### src/rtl/data_bridge_if.sv
// CPU data-port and data-memory signal bundle seen by the data bridge.
// The master side is the CPU/memory environment; the slave side is the bridge.
interface data_bridge_if;
  logic [31:0] cpu_addr;
  logic [31:0] cpu_wdata;
  logic [3:0]  cpu_byteen;
  logic [31:0] cpu_rdata;
  logic [31:0] dm_addr;
  logic [31:0] dm_wdata;
  logic [3:0]  dm_byteen;
  logic [31:0] dm_rdata;

  modport master (
    output cpu_addr, cpu_wdata, cpu_byteen, dm_rdata,
    input  cpu_rdata, dm_addr, dm_wdata, dm_byteen
  );

  modport slave (
    input  cpu_addr, cpu_wdata, cpu_byteen, dm_rdata,
    output cpu_rdata, dm_addr, dm_wdata, dm_byteen
  );
endinterface

### src/rtl/data_bridge.sv
// M-stage data bridge: decodes CPU accesses to data memory or one of two
// memory-mapped countdown timers, returns read data in the same cycle.
module data_bridge #(
  parameter logic [31:0] DM_LIMIT = 32'h0000_2FFF,
  parameter logic [31:0] TC0_BASE = 32'h0000_7F00,
  parameter logic [31:0] TC1_BASE = 32'h0000_7F10
) (
  input  logic         clk,
  input  logic         reset,
  data_bridge_if.slave bus,
  output logic         irq_tc0,
  output logic         irq_tc1
);

  typedef enum logic [1:0] {
    ST_IDLE = 2'd0,
    ST_LOAD = 2'd1,
    ST_CNT  = 2'd2,
    ST_INT  = 2'd3
  } tc_state_e;

  logic             sel_dm_s;
  logic [1:0]       sel_tc_s;
  logic [1:0]       irq_s;
  logic [1:0][31:0] tc_rdata_s;

  assign sel_dm_s       = (bus.cpu_addr <= DM_LIMIT);
  assign bus.dm_addr    = bus.cpu_addr;
  assign bus.dm_wdata   = bus.cpu_wdata;
  assign bus.dm_byteen  = sel_dm_s ? bus.cpu_byteen : 4'b0000;

  // Read-data return mux, unmapped addresses read as zero
  always_comb begin
    bus.cpu_rdata = 32'd0;
    if (sel_dm_s) begin
      bus.cpu_rdata = bus.dm_rdata;
    end else if (sel_tc_s[0]) begin
      bus.cpu_rdata = tc_rdata_s[0];
    end else if (sel_tc_s[1]) begin
      bus.cpu_rdata = tc_rdata_s[1];
    end else begin
      bus.cpu_rdata = 32'd0;
    end
  end

  for (genvar ch = 0; ch < 2; ch++) begin : g_tc
    localparam logic [31:0] BASE = (ch == 0) ? TC0_BASE : TC1_BASE;

    tc_state_e   state_r;
    tc_state_e   state_nxt_s;
    logic [3:0]  ctrl_r;
    logic [3:0]  ctrl_nxt_s;
    logic [3:0]  fsm_ctrl_s;
    logic [31:0] preset_r;
    logic [31:0] preset_nxt_s;
    logic [31:0] count_r;
    logic [31:0] count_nxt_s;
    logic        flag_r;
    logic        flag_nxt_s;
    logic        fsm_flag_s;
    logic        irq_r;
    logic        wr_full_s;
    logic        wr_ctrl_s;
    logic        wr_preset_s;
    logic        auto_reload_s;

    assign sel_tc_s[ch]  = (bus.cpu_addr >= BASE) && (bus.cpu_addr <= BASE + 32'd11);
    assign wr_full_s     = sel_tc_s[ch] && (bus.cpu_byteen == 4'b1111);
    assign wr_ctrl_s     = wr_full_s && (bus.cpu_addr[3:2] == 2'd0);
    assign wr_preset_s   = wr_full_s && (bus.cpu_addr[3:2] == 2'd1);
    assign auto_reload_s = (ctrl_r[2:1] == 2'b01);
    assign irq_s[ch]     = irq_r;

    assign tc_rdata_s[ch] = (bus.cpu_addr[3:2] == 2'd0) ? {28'd0, ctrl_r} :
                            (bus.cpu_addr[3:2] == 2'd1) ? preset_r :
                            (bus.cpu_addr[3:2] == 2'd2) ? count_r  : 32'd0;

    // Countdown FSM: next state, count and timer-side CTRL/flag updates
    always_comb begin
      state_nxt_s = state_r;
      count_nxt_s = count_r;
      fsm_ctrl_s  = ctrl_r;
      fsm_flag_s  = flag_r;
      case (state_r)
        ST_IDLE: begin
          if (ctrl_r[0]) begin
            state_nxt_s = ST_LOAD;
          end else begin
            state_nxt_s = ST_IDLE;
          end
        end
        ST_LOAD: begin
          count_nxt_s = preset_r;
          state_nxt_s = ST_CNT;
        end
        ST_CNT: begin
          if (!ctrl_r[0]) begin
            state_nxt_s = ST_IDLE;
          end else if (count_r > 32'd1) begin
            count_nxt_s = count_r - 32'd1;
          end else begin
            count_nxt_s = 32'd0;
            fsm_flag_s  = 1'b1;
            state_nxt_s = ST_INT;
          end
        end
        ST_INT: begin
          // Auto-reload leaves EN set so the next pass reloads; one-shot stops
          if (auto_reload_s) begin
            fsm_flag_s = 1'b0;
          end else begin
            fsm_ctrl_s = {ctrl_r[3:1], 1'b0};
          end
          state_nxt_s = ST_IDLE;
        end
        default: begin
          state_nxt_s = ST_IDLE;
        end
      endcase
    end

    // CPU register writes override the timer's own CTRL/flag updates
    always_comb begin
      ctrl_nxt_s   = fsm_ctrl_s;
      flag_nxt_s   = fsm_flag_s;
      preset_nxt_s = preset_r;
      if (wr_ctrl_s) begin
        ctrl_nxt_s = bus.cpu_wdata[3:0];
        flag_nxt_s = 1'b0;
      end else begin
        ctrl_nxt_s = fsm_ctrl_s;
        flag_nxt_s = fsm_flag_s;
      end
      if (wr_preset_s) begin
        preset_nxt_s = bus.cpu_wdata;
      end else begin
        preset_nxt_s = preset_r;
      end
    end

    // Timer state registers with synchronous active-low reset
    always_ff @(posedge clk) begin
      if (!reset) begin
        state_r  <= ST_IDLE;
        ctrl_r   <= 4'd0;
        preset_r <= 32'd0;
        count_r  <= 32'd0;
        flag_r   <= 1'b0;
        irq_r    <= 1'b0;
      end else begin
        state_r  <= state_nxt_s;
        ctrl_r   <= ctrl_nxt_s;
        preset_r <= preset_nxt_s;
        count_r  <= count_nxt_s;
        flag_r   <= flag_nxt_s;
        irq_r    <= ctrl_nxt_s[3] & flag_nxt_s;
      end
    end
  end

  assign irq_tc0 = irq_s[0];
  assign irq_tc1 = irq_s[1];

endmodule

### src/flat_wrapper.sv
// flat-port wrapper written by rule: the top's interface ports become plain ports
module data_bridge_flat 
#(
  parameter logic [31:0] DM_LIMIT = 32'h0000_2FFF,
  parameter logic [31:0] TC0_BASE = 32'h0000_7F00,
  parameter logic [31:0] TC1_BASE = 32'h0000_7F10
)
  (clk, reset, irq_tc0, irq_tc1, bus_cpu_addr, bus_cpu_wdata, bus_cpu_byteen, bus_dm_rdata, bus_cpu_rdata, bus_dm_addr, bus_dm_wdata, bus_dm_byteen);
  data_bridge_if bus_i ();
  input  logic clk;
  input  logic reset;
  output logic irq_tc0;
  output logic irq_tc1;
  input wire logic [$bits(bus_i.cpu_addr)-1:0] bus_cpu_addr;
  input wire logic [$bits(bus_i.cpu_wdata)-1:0] bus_cpu_wdata;
  input wire logic [$bits(bus_i.cpu_byteen)-1:0] bus_cpu_byteen;
  input wire logic [$bits(bus_i.dm_rdata)-1:0] bus_dm_rdata;
  output wire logic [$bits(bus_i.cpu_rdata)-1:0] bus_cpu_rdata;
  output wire logic [$bits(bus_i.dm_addr)-1:0] bus_dm_addr;
  output wire logic [$bits(bus_i.dm_wdata)-1:0] bus_dm_wdata;
  output wire logic [$bits(bus_i.dm_byteen)-1:0] bus_dm_byteen;
  assign bus_i.cpu_addr = bus_cpu_addr;
  assign bus_i.cpu_wdata = bus_cpu_wdata;
  assign bus_i.cpu_byteen = bus_cpu_byteen;
  assign bus_i.dm_rdata = bus_dm_rdata;
  assign bus_cpu_rdata = bus_i.cpu_rdata;
  assign bus_dm_addr = bus_i.dm_addr;
  assign bus_dm_wdata = bus_i.dm_wdata;
  assign bus_dm_byteen = bus_i.dm_byteen;
  data_bridge #(.DM_LIMIT(DM_LIMIT), .TC0_BASE(TC0_BASE), .TC1_BASE(TC1_BASE)) u_core (.clk(clk), .reset(reset), .bus(bus_i), .irq_tc0(irq_tc0), .irq_tc1(irq_tc1));
endmodule
### config.mk
export PLATFORM = sky130hd
export DESIGN_NAME = data_bridge_flat
export DESIGN_NICKNAME = d
export VERILOG_FILES = /design/src/rtl/data_bridge_if.sv /design/src/rtl/data_bridge.sv /design/src/flat_wrapper.sv
export SDC_FILE = /design/constraint.sdc
export NUM_CORES = 1
export LEC_CHECK = 0
export CORE_ASPECT_RATIO = 0.5
export CORE_MARGIN = 2
export CORE_UTILIZATION = 35
export CTS_BUF_LIST = sky130_fd_sc_hd__clkbuf_2
export DETAILED_ROUTE_END_ITERATION = 6
export PLACE_DENSITY = 0.61
export SLEW_MARGIN = 25
export SYNTH_ARGS = -nofsm -noshare
export SYNTH_HDL_FRONTEND = slang
export SYNTH_SLANG_ARGS = --single-unit
### constraint.sdc
create_clock -name clk -period 2.58 [get_ports clk]
set_input_delay 0.258 -clock clk [delete_from_list [all_inputs] [get_ports clk]]
set_output_delay 0.258 -clock clk [all_outputs]
set_load 0.01 [all_outputs]
Yosys cells after proc, flatten, opt, wreduce, memory -nomap -nowiden
Cells that the tools add are included.
{"block": "op_classes", "add_sub_neg": 2, "n_lt_le_gt_ge": 7, "n_mux": 40, "eq_ne": 17, "n_reduce_logical": 19, "n_bitwise": 2}
{"cell": "2-to-1 mux 32 bit", "count": 13}
{"cell": "case mux 32 bit (2 select lines)", "count": 2}
{"cell": ">= comparator 32 x 15 -> 1 bit (second input constant)", "count": 2}
{"cell": "greater-than comparator 32 x 1 -> 1 bit (second input constant)", "count": 2}
{"cell": "<= comparator 32 x 15 -> 1 bit (second input constant)", "count": 2}
{"cell": "subtractor 32 x 1 -> 32 bit (second input constant)", "count": 2}
{"cell": "<= comparator 32 x 14 -> 1 bit (second input constant)", "count": 1}
{"cell": "case mux 2 bit (4 select lines)", "count": 2}
{"cell": "2-to-1 mux 1 bit", "count": 14}
{"cell": "2-to-1 mux 4 bit", "count": 3}
{"cell": "equality test 2 x 1 -> 1 bit (second input constant)", "count": 5}
{"cell": "equality test 2 bit (second input constant)", "count": 5}
{"cell": "logical AND 1 bit", "count": 8}
{"cell": "2-to-1 mux 2 bit", "count": 4}
{"cell": "!= test 2 x 1 -> 1 bit (second input constant)", "count": 4}
{"cell": "AND reduction 2 bit", "count": 4}
{"cell": "nonzero test 2 bit", "count": 4}
{"cell": "logical NOT 2 bit", "count": 3}
{"cell": "!= test 3 bit (second input constant)", "count": 2}
{"cell": "equality test 4 bit (second input constant)", "count": 1}
{"cell": "case mux 1 bit (2 select lines)", "count": 2}
{"cell": "bitwise AND 1 bit", "count": 2}
{"block": "word_totals", "regBits": 144, "inputBits": 102}

Logic depth before layout (Yosys ltp)
Gate-level depths: netlist of the first run.
{"block": "logic_depth", "depth_word": 7, "mapped_depth": 10, "depth_no_buf": 7}

Worst setup path after synthesis of the first run
OpenSTA, ideal clock, no wires.
{"block": "synth_timing", "kind": "in2out", "startpoint": "input port bus_cpu_addr[6]", "endpoint": "output port bus_cpu_rdata[10]", "arrival_ps": 2033, "setup_slack_ps": 289, "n_path_buf": 2, "stages": 6, "cell_sequence": "nand4b_1 > a2111oi_0 > and3_1 > clkbuf_1 > clkbuf_1 > a22o_1"}
{"block": "synth_between", "elab_chain_cells": 5, "word_cells_on_any_way": 10, "cone_classes": "5 x order compare; 3 x mux; 2 x reduce/logical"}
{"item": "from (decl)", "line": "flat_wrapper.sv:14", "rtl": "input wire logic [$bits(bus_i.cpu_addr)-1:0] bus_cpu_addr;"}
{"item": ">= comparator 32 x 15 -> 1 bit / <= comparator 32 x 15 -> 1 bit (equally long branches)", "line": "data_bridge.sv:67", "rtl": "assign sel_tc_s[ch] = (bus.cpu_addr >= BASE) && (bus.cpu_addr <= BASE + 32'd11);"}
{"item": "logical AND 1 bit", "line": "data_bridge.sv:67"}
{"item": "2-to-1 mux 32 bit", "line": "data_bridge.sv:39", "rtl": "end else if (sel_tc_s[1]) begin"}
{"item": "2-to-1 mux 32 bit", "line": "data_bridge.sv:37", "rtl": "end else if (sel_tc_s[0]) begin"}
{"item": "2-to-1 mux 32 bit (*)", "line": "data_bridge.sv:35", "rtl": "if (sel_dm_s) begin"}
{"item": "to (decl)", "line": "flat_wrapper.sv:18", "rtl": "output wire logic [$bits(bus_i.cpu_rdata)-1:0] bus_cpu_rdata;"}
Mark *: on every way between the ends. The rest lies on a longest branch, timed or not.

Worst setup path in the final report of the first run
{"block": "layout_timing", "startpoint": "register u_core.g_tc[1].count_r[3]", "endpoint": "output port bus_cpu_rdata[3]"}
{"block": "layout_between", "elab_chain_cells": 6}
{"item": "from (decl)", "line": "data_bridge.sv:56", "rtl": "logic [31:0] count_r;"}
{"item": "from (signal assigned)", "line": "data_bridge.sv:154", "rtl": "count_r <= count_nxt_s;"}
{"item": "2-to-1 mux 32 bit", "line": "data_bridge.sv:76", "rtl": "(bus.cpu_addr[3:2] == 2'd2) ? count_r : 32'd0;"}
{"item": "2-to-1 mux 32 bit", "line": "data_bridge.sv:75", "rtl": "(bus.cpu_addr[3:2] == 2'd1) ? preset_r :"}
{"item": "2-to-1 mux 32 bit", "line": "data_bridge.sv:74", "rtl": "assign tc_rdata_s[ch] = (bus.cpu_addr[3:2] == 2'd0) ? {28'd0, ctrl_r} :"}
{"item": "2-to-1 mux 32 bit", "line": "data_bridge.sv:39"}
{"item": "2-to-1 mux 32 bit", "line": "data_bridge.sv:37"}
{"item": "2-to-1 mux 32 bit", "line": "data_bridge.sv:35"}
Every way passes these cells.

==> impl_metrics.csv, run 1 <==
group,metric,value,unit
route,remaining_drc_errors,0,
synth,synth_fp_nets,1246,
timing,worst_pin_slew,0.579,ns
global_route,overflow,0,
route,routed_wire_length_per_instance,22.1,um
timing,finalSetupViolCount,0,
layout,regArea,0.00290,sq mm
global_route,grt_start_max_net_pins,44,
pwr,ir_drop,0.214,mV
route,detailroute.via_count,9925,
route,final_antenna_net_count,0,
worst_hold_path,hold_path.class,"in2reg",
worst_setup_path,critical_path_required_time,2.32,ns
cts,latest_clock_arrival_within_the_worst_skew_pair,0.78,ns
timing,fmax,0.390,GHz
run,maxCapViolations,0,
synth,syn-instance-count,1140,
global_route,grt_pass1_wl,56000,um
placement,io_buffers,199,
pwr,power.density,335,mW/mm^2
synth,yosysTopAreaCellShare,0.313,
route,route.detailed.vias_per_inst,5.97,
worst_setup_path,crit_path_start_kind,"register",
placement,dp_cells,1617,
worst_setup_path,timing_worst_setup_path_type,"reg2out",
layout,area_used_by_multi_input_combinational_logic,0.00563,sq mm
synth,synthArstFlopShare,0,
layout,drive_gt1_frac,0.179,
placement,replace_congestion,0.936,
pwr,leakagePower,4.85,nW
timing,relSlewSlack,0.611,
synth,yosysSeqAreaShare,0.313,
timing,rsz0062_at_grt,"true",
timing,fin_worst_skew,0.0277,ns
timing,min_period_over_period,0.994,
route,route.final.wire_length,36700,um
layout,mostFrequentLayoutCell,"clkdlybuf4s50_1",
cts,cts-root-buf,"clkbuf_2",
placement,post-place-ws,-0.256,ns
route,drt_iter0_drc,1296,
global_route,antenna_found_initial,1,
worst_setup_path,critical_path.endpoint_type,"output port",
layout,final_util,0.477,
synth,netlist.top_cell.by_area,"dfxtp_1",
cts,clkSlewWorstSetupHoldPaths,0.25,ns
floorplan,std_cell_rows,41,
worst_setup_path,timing.critical_path.fanout_max,6,
placement,dp_hpwl,27200,um
timing,final-hold-violation-count,0,
floorplan,floorplan.initialDensity,0.361,
floorplan,die_area,0.0277,sq mm
layout,layout.filler_cells,2456,
synth,yosys_register_bits,144,
timing,worst_slack,0.0154,ns
synth,synth-edff-count,0,
worst_setup_path,cp.arrival,2.31,ns
cts,clock_sinks,144,
route,drt_pre_antenna_iters,6,
synth,ys_top_cells_by_area,"dfxtp_1 31%, mux2i_1 8.8%, buf_4 5.5%",
synth,postSynth.topFlopCell,"dfxtp_1",
floorplan,core_area,0.0255,sq mm
layout,mostFrequentLayoutCells,"161 x clkdlybuf4s50_1, 132 x dfxtp_1, 108 x nor2_1",
synth,count_of_distinct_cell_types_in_the_synthesized_netlist,73,
layout,final_cells,1662,
synth,yosys_warnings,0,
cts,tritoncts,"yes",
synth,synth.cell_area,0.00922,sq mm
global_route,gr-usage-all-layers,0.261,
cts,cts_buffers,17,
floorplan,die-width,234,um
layout,final_net_count,1410,
floorplan,die_h,119,um
timing,final.min_clock_period,2.56,ns
floorplan,i_o_pin_cnt,204,
global_route,first_global_vias,9114,
layout,area_overhead_vs_synth,32.1,%
timing,final_max_slew_viol_count,0,
run_status,status,"finished, final reports clean",
synth,syn-mean-instance-area,8.09,sq um
cts,cts.htree.levels,4,
cts,ctsLongestPathBuffers,2,
layout make-up:
cell class                      count  share of cell area
Multi-Input combinational cell    817               0.462
Timing Repair Buffer              314               0.243
Sequential cell                   144               0.238
Tap cell                          344              0.0353
Clock inverter                     13             0.00945
Clock buffer                       19             0.00780
Inverter                           10             0.00318
Antenna cell                        1            0.000205
synthesized netlist by cell type, types with 31 or more instances:
cell,number
nor2_1,108
mux2i_1,81
nand3_1,52
nand2_1,54
dfxtp_1,144
a21oi_1,86
a31oi_1,31
clkbuf_1,70
a221oi_1,33
buf_4,67
a22oi_1,42
a22o_1,33
power by group:
| part | internal, mW | switching, mW |
|---|---|---|
| combinational | 0.297 | 0.275 |
| clock | 0.353 | 0.929 |
| sequential | 2.23 | 0.000000000119 |
flip-flops by register name (all words and copies together), names as in the netlist:
name,count
u_core.g_tc.state_r,4
u_core.g_tc.preset_r,64
u_core.g_tc.ctrl_r,8
u_core.irq_tc1,1
u_core.irq_tc0,1
u_core.g_tc.count_r,64
u_core.g_tc.flag_r,2
critical path: stages (launching register included):
cell           delay (ns)
dfxtp_1              0.37
buf_4                0.16
mux2i_1              0.15
nor2_1               0.07
a21oi_2              0.20
a21oi_1              0.10
a22o_1               0.20
dlygate4sd2_1        0.28
timing repair:
action,in CTS,in global routing
pin swaps,7,9
setup endpoints to repair,36,25
buffers inserted,7,3
endpoints found under the hold margin,1,0
hold buffers,1,0
resized for setup,85,41
gates cloned,2,0
routing by layer:
metal / vias up / track usage / part of all wire
li1: 4632 / - / -
met1: 4851 / 0.400 / 0.48
met2: 408 / 0.362 / 0.42
met3: 34 / 0.0623 / 0.083
met4: 0 / 0.0526 / 0.013
met5: - / 0 / 0
cell families (layout without fill, tap and decap cells):
| kind of cell | after synthesis | after routing | share of synthesized area |
|---|---|---|---|
| adder cells (fa/ha/maj) | 4 | 4 | 0.00543 |
| buffers and inverters | 179 | 356 | 0.103 |
| AND/OR/NAND/NOR | 396 | 396 | 0.234 |
| other | 0 | 1 | 0 |
| XOR/XNOR | 3 | 3 | 0.00285 |
| flip-flops | 144 | 144 | 0.313 |
| multiplexers | 82 | 82 | 0.0891 |
| AO/OA/AOI/OAI | 332 | 332 | 0.253 |
through the flow:
stage | power (mW) | cell area (sq um) | TNS (ns) | hold WS (ns)
final | 4.08 | 12200 | 0 | 0.164
after global routing | 4.23 | 12200 | -0.0830 | 0.102
after CTS | 4.08 | 12100 | 0 | 0.123
after detailed placement | 2.82 | 11700 | -7.38 | 0.487
after floorplan | 2.49 | 9220 | 0 | 0.402
after global placement | 2.82 | 11700 | -8.19 | 0.483
worst paths after layout:
check	slack [ns]	startpoint	end	depth (start not counted)
setup / recovery	0.02	u_core.g_tc[1].count_r[3]	bus_cpu_rdata[3]	7
setup reg to reg	0.07	u_core.g_tc[1].count_r[23]	u_core.g_tc[1].count_r[12]	5
hold reg to reg	0.52	u_core.g_tc[0].ctrl_r[3]	u_core.irq_tc0	1
hold / removal	0.16	bus_cpu_wdata[16]	u_core.g_tc[1].preset_r[16]	3
Power figures use the tool's default switching activity.
==> inputs of run 2 (changes only) <==
--- a/config.mk
+++ b/config.mk
@@ -6,7 +6,7 @@
 export NUM_CORES = 1
 export LEC_CHECK = 0
 export CORE_ASPECT_RATIO = 0.5
-export CORE_MARGIN = 2
+export CORE_MARGIN = 4
 export CORE_UTILIZATION = 35
 export CTS_BUF_LIST = sky130_fd_sc_hd__clkbuf_2
 export DETAILED_ROUTE_END_ITERATION = 6
==> impl_metrics.csv, run 2 (synthesis results as in run 1) <==
group,metric,value,unit
layout,final_net_count,1396,
global_route,gr-usage-all-layers,0.246,
global_route,overflow,0,
placement,dp_hpwl,27600,um
global_route,first_global_vias,9217,
route,route.final.wire_length,37300,um
placement,replace_congestion,0.956,
timing,min_period_over_period,0.972,
cts,cts_buffers,17,
floorplan,die-width,238,um
worst_setup_path,timing.critical_path.fanout_max,16,
cts,cts-root-buf,"clkbuf_2",
timing,final-hold-violation-count,0,
floorplan,std_cell_rows,41,
route,drt_iter0_drc,1312,
route,final_antenna_net_count,0,
worst_setup_path,cp.arrival,2.25,ns
pwr,leakagePower,4.88,nW
floorplan,core_area,0.0255,sq mm
run_status,status,"finished, final reports clean",
worst_setup_path,critical_path_required_time,2.32,ns
global_route,antenna_found_initial,2,
route,routed_wire_length_per_instance,22.6,um
floorplan,die_h,123,um
pwr,ir_drop,0.249,mV
run,maxCapViolations,0,
worst_setup_path,crit_path_start_kind,"primary input",
cts,tritoncts,"yes",
timing,fmax,0.399,GHz
cts,cts.htree.levels,4,
pwr,report.power.total,4.48,mW
worst_setup_path,timing_worst_setup_path_type,"in2out",
global_route,grt_pass1_wl,56200,um
route,remaining_drc_errors,0,
layout,mostFrequentLayoutCell,"clkdlybuf4s50_1",
floorplan,die_area,0.0292,sq mm
worst_hold_path,hold_path.class,"in2reg",
layout,mostFrequentLayoutCells,"160 x clkdlybuf4s50_1, 140 x dfxtp_1, 108 x nor2_1",
timing,worst_pin_slew,0.579,ns
timing,relSlewSlack,0.611,
timing,final.min_clock_period,2.51,ns
layout,reg.largest.list,"u_core.g_tc.count_r x64, u_core.g_tc.preset_r x64, u_core.g_tc.ctrl_r x8",
cts,clock_sinks,144,
placement,io_buffers,199,
cts,clkSlewWorstSetupHoldPaths,0.21,ns
cts,latest_clock_arrival_within_the_worst_skew_pair,0.77,ns
layout,drive_gt1_frac,0.151,
worst_setup_path,critical_path.endpoint_type,"output port",
pwr,power.density,370,mW/mm^2
timing,setup_tns,0,ns
timing,finalSetupViolCount,0,
placement,post-place-ws,-0.344,ns
timing,fin_worst_skew,0.0244,ns
layout,layout.filler_cells,2469,
floorplan,floorplan.initialDensity,0.361,
route,route.detailed.vias_per_inst,6.04,
route,drt_pre_antenna_iters,6,
layout,area_overhead_vs_synth,31.3,%
floorplan,i_o_pin_cnt,204,
timing,worst_slack,0.0730,ns
route,detailroute.via_count,9959,
timing,whs,0.166,ns
timing,rsz0062_at_grt,"true",
global_route,grt_start_max_net_pins,91,
timing,final_max_slew_viol_count,0,
cts,ctsLongestPathBuffers,2,
## run 2: changes by cell type in the layout (fill, tap and decap cells not counted), moves of 5 or more
cell	delta
a22oi_1	+5
a22oi_2	-5
buf_4	-7
buf_6	-6
bufinv_16	+5
clkdlybuf4s15_1	-8
clkinvlp_4	-5
dfxtp_1	+8
dfxtp_2	-7
dlygate4sd2_1	+14
## run 2: metrics by stage
stage / instances / utilization / instance area, sq um
6_report: 1649 / 0.474 / 12100
5_1_grt: 1649 / 0.474 / 12100
4_1_cts: 1645 / 0.471 / 12000
3_5_place_dp: 1611 / 0.455 / 11600
3_3_place_gp: 1611 / 0.455 / 11600
2_1_floorplan: 1140 / - / 9220
## run 2: repair_timing
action                     in CTS  in global routing
pin swaps                       0                  6
gates resized for setup        65                 16
hold buffers                    0                  0
setup endpoints to repair      36                 15
buffers inserted                1                  1
gates cloned                    1                  1
## run 2: routing by layer
layer / share of wire / routed length [um] / track usage / vias up
li1: - / - / - / 4599
met1: 0.47 / 17500 / 0.365 / 4886
met4: 0.013 / 472 / 0.0492 / 0
met2: 0.43 / 16100 / 0.364 / 436
met5: 0 / 0 / 0 / -
met3: 0.088 / 3270 / 0.0599 / 38
## run 2: where the power goes
group | internal [mW] | total [mW] | switching (mW) | leakage (nW)
Combinational | 0.280 | 0.547 | 0.267 | 3.54
Sequential | 2.23 | 2.23 | 0.000000000129 | 1.16
Clock | 0.834 | 1.71 | 0.873 | 0.183
## run 2: area by class of cell
cell class              instances  area [sq um]  area share
well taps                     344           430      0.0355
repair buffers                300          2860       0.236
diodes                          2          5.00    0.000413
clock inverters                12           214      0.0177
inverters                      10          38.8     0.00320
multi-input cells             817          5580       0.460
clock buffers                  20           100     0.00826
flip-flops and latches        144          2890       0.239
## run 2: critical path, stage by stage
cell	delay [ns]
clkdlybuf4s50_1	0.44
nand4b_1	0.23
a2111oi_2	0.31
buf_4	0.17
and3_4	0.25
buf_12	0.17
a22o_1	0.13
dlygate4sd2_1	0.30
## run 2: worst paths after layout
| kind | start | to | slack, ns | cells past startpoint |
|---|---|---|---|---|
| setup reg to reg | u_core.g_tc[1].count_r[8] | u_core.g_tc[1].count_r[2] | 0.10 | 5 |
| hold / removal | bus_cpu_wdata[24] | u_core.g_tc[1].preset_r[24] | 0.17 | 3 |
| hold reg to reg | u_core.g_tc[0].ctrl_r[3] | u_core.irq_tc0 | 0.52 | 1 |
| setup / recovery | bus_cpu_addr[6] | bus_cpu_rdata[17] | 0.07 | 8 |
==> inputs of run 3 (changes only) <==
--- a/config.mk
+++ b/config.mk
@@ -8,7 +8,7 @@
 export CORE_ASPECT_RATIO = 0.5
 export CORE_MARGIN = 4
 export CORE_UTILIZATION = 35
-export CTS_BUF_LIST = sky130_fd_sc_hd__clkbuf_2
+export CTS_BUF_LIST = sky130_fd_sc_hd__clkbuf_4
 export DETAILED_ROUTE_END_ITERATION = 6
 export PLACE_DENSITY = 0.61
 export SLEW_MARGIN = 25
==> impl_metrics.csv, run 3 (synthesis results as in run 1) <==
group,metric,value,unit
run_status,status,"finished, final reports clean",
cts,clock_sinks,144,
layout,area_overhead_vs_synth,30.3,%
route,route.final.wire_length,37000,um
global_route,gr-usage-all-layers,0.247,
timing,final_max_slew_viol_count,0,
route,drt_iter0_drc,1272,
global_route,first_global_vias,9174,
worst_setup_path,timing.critical_path.fanout_max,18,
floorplan,die-width,238,um
layout,final_net_count,1396,
worst_setup_path,critical_path.endpoint_type,"output port",
timing,fmax,0.402,GHz
cts,tritoncts,"yes",
floorplan,i_o_pin_cnt,204,
layout,mostFrequentLayoutCell,"clkdlybuf4s50_1",
timing,rsz0062_at_grt,"false",
route,final_antenna_net_count,0,
floorplan,die_area,0.0292,sq mm
timing,final-hold-violation-count,0,
route,remaining_drc_errors,0,
placement,dp_hpwl,27600,um
global_route,overflow,0,
route,detailroute.via_count,9906,
placement,io_buffers,199,
worst_setup_path,critical_path_required_time,2.32,ns
route,routed_wire_length_per_instance,22.4,um
layout,mostFrequentLayoutCells,"160 x clkdlybuf4s50_1, 144 x dfxtp_1, 108 x nor2_1",
timing,relSlewSlack,0.608,
floorplan,core_area,0.0255,sq mm
cts,cts_buffers,17,
global_route,grt_start_max_net_pins,91,
timing,final.min_clock_period,2.49,ns
pwr,leakagePower,4.82,nW
worst_setup_path,cp.arrival,2.23,ns
global_route,grt_pass1_wl,56300,um
placement,replace_congestion,0.956,
timing,finalSetupViolCount,0,
cts,number_of_buffers_inserted_for_hold_repair_after_clock_tree_synthesis,0,
layout,reg.largest.list,"u_core.g_tc.count_r x64, u_core.g_tc.preset_r x64, u_core.g_tc.ctrl_r x8",
cts,cts.htree.levels,4,
timing,worst_pin_slew,0.582,ns
pwr,power.density,384,mW/mm^2
timing,min_period_over_period,0.965,
placement,post-place-ws,-0.344,ns
run,maxCapViolations,0,
pwr,ir_drop,0.261,mV
global_route,antenna_found_initial,2,
cts,ctsLongestPathBuffers,2,
floorplan,std_cell_rows,41,
floorplan,floorplan.initialDensity,0.361,
pwr,report.power.total,4.62,mW
worst_setup_path,timing_worst_setup_path_type,"in2out",
worst_hold_path,hold_path.class,"in2reg",
layout,layout.filler_cells,2482,
cts,latest_clock_arrival_within_the_worst_skew_pair,0.58,ns
route,route.detailed.vias_per_inst,6.01,
timing,fin_worst_skew,0.0156,ns
timing,worst_slack,0.0914,ns
floorplan,die_h,123,um
layout,drive_gt1_frac,0.147,
worst_setup_path,crit_path_start_kind,"primary input",
route,drt_pre_antenna_iters,5,
cts,cts-root-buf,"clkbuf_4",
cts,clkSlewWorstSetupHoldPaths,0.13,ns
==> run 3: path summary, 6_finish.rpt <==
check / cells after the start / slack, ns / start / end
worst max-delay path: 8 / 0.09 / bus_cpu_addr[22] / bus_cpu_rdata[17]
worst max register to register: 5 / 0.12 / u_core.g_tc[1].count_r[23] / u_core.g_tc[1].count_r[2]
worst min-delay path: 3 / 0.36 / bus_cpu_wdata[24] / u_core.g_tc[1].preset_r[24]
worst min register to register: 1 / 0.51 / u_core.g_tc[0].ctrl_r[3] / u_core.irq_tc0
==> run 3: critical path, cell delays in order <==
cell and delay (ns):
clkdlybuf4s50_1 0.46, nor4_2 0.28, and4_4 0.29, and4b_2 0.28, buf_6 0.13, buf_16 0.15
a22o_1 0.15, clkdlybuf4s15_2 0.23
==> run 3: where the power goes <==
part / switching (mW) / internal, mW
Sequential: 0.000000000125 / 2.22
Clock: 0.869 / 0.987
Combinational: 0.260 / 0.278
Total: 1.13 / 3.49
==> run 3: layout make-up <==
type / instances / area [sq um] / area share
clock buffers: 20 / 150 / 0.0125
well taps: 344 / 430 / 0.0358
repair buffers: 300 / 2810 / 0.234
diodes: 2 / 5.00 / 0.000416
multi-input cells: 817 / 5490 / 0.457
inverters: 10 / 38.8 / 0.00323
clock inverters: 12 / 214 / 0.0178
flip-flops and latches: 144 / 2880 / 0.240
==> run 3: routing by layer <==
layer  vias up  GRT usage  wire length (um)
li1       4594          -                 -
met1      4852      0.363             17300
met2       417      0.363             15900
met3        43     0.0660              3270
met4         0     0.0506               500
met5         -          0                 0
==> run 3: what timing repair did <==
item,in CTS,in global routing
gates resized for setup,56,36
pin swaps,0,4
endpoints found under the setup margin,36,20
cloned,2,0
setup buffers,1,1
==> run 3: stage by stage <==
step	cells	utilization	TNS (ns)	hold slack, ns	area, sq um
2_1_floorplan	1140	-	0	0.402	9220
3_3_place_gp	1611	0.455	-7.68	0.493	11600
3_5_place_dp	1611	0.455	-9.84	0.501	11600
4_1_cts	1646	0.472	0	0.335	12100
5_1_grt	1649	0.470	0	0.339	12000
6_report	1649	0.470	0	0.356	12000
